<file path="src/rtl/max_idx_10_pkg.sv">
// Shared types and constants for the max_idx_10 argmax unit.
// Imported by the comparator leaf and the pipelined top.
package max_idx_10_pkg;

    localparam int NUM_VALUES = 10;
    localparam int IDX_W      = 4;
    localparam int DEF_WIDTH  = 8;

    typedef logic signed [DEF_WIDTH-1:0] val_arr_t [NUM_VALUES];

    typedef enum logic [1:0] {
        IDLE,
        BUSY,
        DONE
    } state_t;

endpackage

</file>
<file path="src/rtl/max_idx_10_sel2.sv">
// Two-way (value, index) selector for the argmax tournament.
// Greater value wins; ties go to the lower index.
module max_sel2
    import max_idx_10_pkg::*;
#(
    parameter int WIDTH = DEF_WIDTH
) (
    input  logic signed [WIDTH-1:0] a_val,
    input  logic        [IDX_W-1:0] a_idx,
    input  logic signed [WIDTH-1:0] b_val,
    input  logic        [IDX_W-1:0] b_idx,
    output logic signed [WIDTH-1:0] y_val,
    output logic        [IDX_W-1:0] y_idx
);

    logic b_wins;

    // pick b only when strictly larger, or equal with a lower index
    always_comb begin
        b_wins = (b_val > a_val) ||
                 ((b_val == a_val) && (b_idx < a_idx));
        y_val  = b_wins ? b_val : a_val;
        y_idx  = b_wins ? b_idx : a_idx;
    end

endmodule

</file>
<file path="src/rtl/max_idx_10.sv">
// Pipelined argmax over ten signed values: 10 -> 5 -> 3 -> 2 -> 1.
// Result index and sticky done appear four clocks after the start edge.
module max_idx_10
    import max_idx_10_pkg::*;
#(
    parameter int WIDTH = DEF_WIDTH
) (
    input  logic                    clk,
    input  logic                    reset,
    input  logic signed [WIDTH-1:0] inputs [NUM_VALUES],
    input  logic                    start,
    output logic        [IDX_W-1:0] idx,
    output logic                    done
);

    state_t state;
    logic   [3:0] vld;
    logic   accept;

    logic signed [WIDTH-1:0] s0_val [NUM_VALUES];

    logic signed [WIDTH-1:0] c1_val [5];
    logic        [IDX_W-1:0] c1_idx [5];
    logic signed [WIDTH-1:0] s1_val [5];
    logic        [IDX_W-1:0] s1_idx [5];

    logic signed [WIDTH-1:0] c2_val [2];
    logic        [IDX_W-1:0] c2_idx [2];
    logic signed [WIDTH-1:0] s2_val [3];
    logic        [IDX_W-1:0] s2_idx [3];

    logic signed [WIDTH-1:0] c3_val;
    logic        [IDX_W-1:0] c3_idx;
    logic signed [WIDTH-1:0] s3_val [2];
    logic        [IDX_W-1:0] s3_idx [2];

    logic signed [WIDTH-1:0] fin_val_unused;
    logic        [IDX_W-1:0] fin_idx;

    assign accept = start && (state != BUSY);

    for (genvar g = 0; g < 5; g++) begin : g_l1
        max_sel2 #(.WIDTH(WIDTH)) u_sel (
            .a_val (s0_val[2*g]),
            .a_idx (IDX_W'(2*g)),
            .b_val (s0_val[2*g+1]),
            .b_idx (IDX_W'(2*g+1)),
            .y_val (c1_val[g]),
            .y_idx (c1_idx[g])
        );
    end

    for (genvar g = 0; g < 2; g++) begin : g_l2
        max_sel2 #(.WIDTH(WIDTH)) u_sel (
            .a_val (s1_val[2*g]),
            .a_idx (s1_idx[2*g]),
            .b_val (s1_val[2*g+1]),
            .b_idx (s1_idx[2*g+1]),
            .y_val (c2_val[g]),
            .y_idx (c2_idx[g])
        );
    end

    max_sel2 #(.WIDTH(WIDTH)) u_l3 (
        .a_val (s2_val[0]),
        .a_idx (s2_idx[0]),
        .b_val (s2_val[1]),
        .b_idx (s2_idx[1]),
        .y_val (c3_val),
        .y_idx (c3_idx)
    );

    max_sel2 #(.WIDTH(WIDTH)) u_l4 (
        .a_val (s3_val[0]),
        .a_idx (s3_idx[0]),
        .b_val (s3_val[1]),
        .b_idx (s3_idx[1]),
        .y_val (fin_val_unused),
        .y_idx (fin_idx)
    );

    // tournament stage registers; sampling stage only loads on accept
    always_ff @(posedge clk) begin
        if (reset) begin
            for (int i = 0; i < NUM_VALUES; i++) s0_val[i] <= '0;
            for (int i = 0; i < 5; i++) begin
                s1_val[i] <= '0;
                s1_idx[i] <= '0;
            end
            for (int i = 0; i < 3; i++) begin
                s2_val[i] <= '0;
                s2_idx[i] <= '0;
            end
            for (int i = 0; i < 2; i++) begin
                s3_val[i] <= '0;
                s3_idx[i] <= '0;
            end
        end else begin
            if (accept) begin
                for (int i = 0; i < NUM_VALUES; i++)
                    s0_val[i] <= inputs[i];
            end
            for (int i = 0; i < 5; i++) begin
                s1_val[i] <= c1_val[i];
                s1_idx[i] <= c1_idx[i];
            end
            s2_val[0] <= c2_val[0];
            s2_idx[0] <= c2_idx[0];
            s2_val[1] <= c2_val[1];
            s2_idx[1] <= c2_idx[1];
            s2_val[2] <= s1_val[4];
            s2_idx[2] <= s1_idx[4];
            s3_val[0] <= c3_val;
            s3_idx[0] <= c3_idx;
            s3_val[1] <= s2_val[2];
            s3_idx[1] <= s2_idx[2];
        end
    end

    // control FSM: valid token shift, busy/done state and result register
    always_ff @(posedge clk) begin
        if (reset) begin
            state <= IDLE;
            vld   <= '0;
            done  <= 1'b0;
            idx   <= '0;
        end else begin
            vld <= {vld[2:0], accept};
            unique case (state)
                IDLE: begin
                    if (start) state <= BUSY;
                end
                BUSY: begin
                    if (vld[3]) begin
                        state <= DONE;
                        done  <= 1'b1;
                        idx   <= fin_idx;
                    end
                end
                DONE: begin
                    if (start) begin
                        state <= BUSY;
                        done  <= 1'b0;
                    end
                end
                default: state <= IDLE;
            endcase
        end
    end

endmodule

</file>
<file path="config.mk">
export PLATFORM = sky130hd
export DESIGN_NAME = max_idx_10
export DESIGN_NICKNAME = d
export VERILOG_FILES = /design/src/rtl/max_idx_10_pkg.sv /design/src/rtl/max_idx_10_sel2.sv /design/src/rtl/max_idx_10.sv
export SDC_FILE = /design/constraint.sdc
export NUM_CORES = 1
export LEC_CHECK = 0
export ABC_AREA = 1
export CAP_MARGIN = 20
export CORE_MARGIN = 3
export CORE_UTILIZATION = 45
export DETAILED_ROUTE_END_ITERATION = 8
export HOLD_SLACK_MARGIN = 0.02
export PLACE_DENSITY_LB_ADDON = 0.1
export SLEW_MARGIN = 20
export SYNTH_ARGS = -nofsm -noshare
export SYNTH_HDL_FRONTEND = slang
export SYNTH_SLANG_ARGS = --single-unit
</file>
<file path="constraint.sdc">
create_clock -name clk -period 3.33 [get_ports clk]
set_input_delay 0.666 -clock clk [delete_from_list [all_inputs] [get_ports clk]]
set_output_delay 0.666 -clock clk [all_outputs]
set_load 0.03 [all_outputs]
</file>
==> impl.org <==
** Outcome
- The flow ran to the end, and the final reports show no timing, DRC or antenna violations.

** Layout
- # diodes :: 0
- In the final layout, the share of cells above drive strength 1 is 5.253%.
- Cells fill 55.49% of the core in the end.
- The net count of the finished layout is 1228.
- Area overhead of the layout relative to synthesis :: 20.37%

** Floorplanning
- I/O pin cnt :: 88
- The initial utilization of the core area, before any placement, comes to 46.10%.
- Die Outline Area :: 0.02099 sq mm
- The core region is 0.01883 sq mm.
- The die is 144.9 microns tall.
- After floorplanning, the core was divided into 50 placement rows.
- Measured along the x axis, the die boundary spans 144.9 microns.

** Routing
- Total iterations of the first detailed-routing run :: 4
- For this run, design rule violations remaining after detail routing come to 0.
- The final layout contains routed wiring with a total length of 15670 microns.
- Via Count :: 6175
- In this run, the number of DRC markers left after iteration 0 of detailed routing was 260.
- Routed vias/inst :: 4.591
- DR WL/cell :: 11.65 microns
- Number of nets with antenna violations after routing :: 0

** Placement
- Port Buffer Count :: 87
- Routability-driven placement finished with a final weighted congestion of 0.8685.
- The HPWL after detailed placement is 11550 microns.

** Synth
- The share of the Yosys chip area taken by registers is 52.81%.
- Post-Synthesis Cell Area :: 0.008681 sq mm
- Cells after synthesis :: 988
- Flip-flop and latch count after synthesis :: 189
- Synth warn :: 0
- The number of different library cells used by synthesis comes to 34.
- Synthesized Nets :: 1144
- In this run the mean area of a mapped cell was 8.786 sq um.

** STA
- Worst slew margin :: 46.98%
- Setup repair after global routing left no endpoint under its margin.
- Of the available clock period, the critical path in the final layout requires 63.97%.
- Transition at the pin with the smallest max-transition slack :: 792.9 ps
- Total negative slack :: 0 ps
- Clock Skews :: 6.931 ps
- Endpoints failing hold :: 0
- Final count of pins violating max slew :: 0
- Derived from the worst setup path, the maximum achievable clock frequency is 0.4694 GHz.
- Fin crit period :: 2130 ps
- Number of failing setup endpoints in the final timing report :: 0

** Clock network
- Clk buf depth :: 2
- Counting every sink on the clock net gives 189.
- H-tree depth :: 4
- In this run the post-CTS setup repair buffer count came out at 0.
- Count of cells resized by post-cts repair :: 0
- TritonCTS built the clock tree.
- Source-to-sink clock delay at the later pin of the worst-skew pair :: 430 ps
- The tree is rooted in a clkbuf_16.
- Number of hold-repair buffers added at the cts stage :: 0
- Clock input transition at the sequential cells of the worst setup and hold paths :: 70 ps
- Number of clock buffers inserted by TritonCTS :: 17

** Worst setup path
- The startpoint identified for the worst register-to-register timing path is s0_val[3][3].
- The cell family contributing the most delay on the critical path is buffers and inverters.
- The number of buffers and inverters on the critical path is 1.
- Start-to-end type of the worst setup path :: reg2out
- On the critical path, the stage with the largest delay is an instance of clkdlybuf4s50_1.
- STA classifies the critical path endpoint as an output port.
- Crit path depth :: 1
- Largest fanout on the critical path :: 2
- CP endpoint :: idx[0]
- Origin of the worst setup path :: idx[0]
- On the worst path, the slowest cell contributes a delay of 700 ps.
- Worst EP required :: 2660 ps
- Cells along the critical path :: clkdlybuf4s50_1
- The worst register-to-register path ends at s1_val[0][10].
- STA classifies the critical path startpoint as a register.
- For the worst flop-to-flop path, the logic depth is 10.
- Data arrives at the worst endpoint at 1460 ps.
- Register-to-register path setup slack :: 1300 ps

** GRT
- For this run, the total global-route usage over all layers was measured as 16.05%.
- Entering global routing, the biggest net connects 65 pins.
- The via count of the first global-routing pass was 5873.
- Initial antenna violation count :: 0
- The first global-routing pass estimated 26640 microns of wire.
- Remaining global-route overflow :: 0

** Worst hold path
- Type of the worst min-delay path :: reg2reg
- The startpoint identified for the worst hold timing path is s2_val[0][19].

** Power
- Leak :: 4.806 nW
- Dividing total power by cell area gives a power density of 658.3 mW/mm^2.
- Across the VDD grid, the largest voltage drop is 406.7 uV.

** Job
- Number of violations of the max-capacitance limit :: 0
layout make-up:
cell class | count | area (sq um)
clock buffer | 22 | 539.3
clock inverter | 10 | 86.33
timing repair buffer | 94 | 943.4
tap | 260 | 325.3
sequential | 189 | 4584
fill | 1722 | 8382
multi-input combinational | 554 | 3159
inverter | 216 | 810.8
cell usage after synthesis:
library cell  instances  area [sq um]
nand3_4               1         17.52
nor3_1                7         35.03
and2_4                1         8.760
buf_4                 3         22.52
a21oi_1              96         480.5
dfxtp_1             109          2182
o21ai_0              38         190.2
inv_1               215         807.0
nand3_1              40         200.2
o211ai_2              1         12.51
nor3_2                1         10.01
ha_1                 73         913.4
o21bai_1              3         22.52
clkbuf_1             16         60.06
nand4_4               1         21.27
edfxtp_1             80          2402
nor2_2                3         18.77
o311ai_1              1         8.760
nand2_2               4         25.02
o21a_1                1         7.510
a21boi_0              2         15.01
nand2_1              98         367.9
a211oi_1              1         7.510
nor2_1              151         566.8
buf_6                 2         22.52
buf_1                 3         11.26
nor4_1                2         12.51
inv_2                 1         3.750
o21ai_1               3         15.01
nand3_2               2         20.02
a21o_1                2         15.01
buf_2                 5         25.02
nand3b_1             12         90.09
nand4_1              10         62.56
worst min-delay path by stage:
stage / endpoint / slack (ps) / depth (start not counted)
4_1_cts: s2_val[0][16] / 400 / 2
2_1_floorplan: s2_idx[0][8] / 390 / 2
3_3_place_gp: vld[2] / 390 / 2
3_5_place_dp: s2_val[0][16] / 390 / 2
6_report: s3_val[0][11] / 400 / 2
5_1_grt: s3_val[0][9] / 420 / 2
kinds of logic after synthesis:
logic type                 after synthesis  share of synthesized area (%)
AOI/OAI and AO/OA                      148                          8.922
adders and majority gates               73                          10.52
buffers and inverters                  245                          10.97
DFF                                    189                          52.81
and+or+nand+nor                        333                          16.78
placed cells by master, fill, tap and decap left out, types with 12 or more instances in the layout:
cell type / Yosys / layout
nor2_1: 151 / 151
ha_1: 73 / 73
edfxtp_1: 80 / 80
nand3_1: 40 / 40
clkbuf_16: 0 / 21
nand2_1: 98 / 97
a21oi_1: 96 / 96
inv_1: 215 / 215
clkdlybuf4s50_1: 0 / 86
dfxtp_1: 109 / 109
nand3b_1: 12 / 12
o21ai_0: 38 / 38
layer usage:
| layer | global-route usage [%] | vias to the layer above | part of all wire (%) |
|---|---|---|---|
| li1 | - | 3315 | - |
| met1 | 20.59 | 2776 | 48 |
| met2 | 26.72 | 66 | 48 |
| met3 | 4.042 | 18 | 2.6 |
| met4 | 5.056 | 0 | 1.5 |
| met5 | 0 | - | 0 |
per-stage QoR:
step           hold WS, ps  instances  setup WS (ps)  total power, mW  instance area (sq um)
2_1_floorplan        388.3        988          98.68            4.460                   8681
3_3_place_gp         390.1       1313           1059            4.847                   9823
3_5_place_dp         393.3       1313           1021            4.877                   9823
4_1_cts              403.0       1345           1169            6.960                  10450
5_1_grt              421.2       1345           1063            7.401                  10450
6_report             400.5       1345           1200            6.878                  10450
sequential cells by signal, indices dropped and copies added (netlist names):
signal	count
done	1
state	2
s1_idx	6
s2_val	24
s3_val	16
s0_val	80
idx	4
vld	4
s2_idx	7
s3_idx	5
s1_val	40
where the power goes:
group | switching [mW] | internal, mW
logic | 1.15 | 0.771
clock network | 0.889 | 1.17
registers | 0.157 | 2.74
total | 2.20 | 4.68
Power figures use the tool's default switching activity.
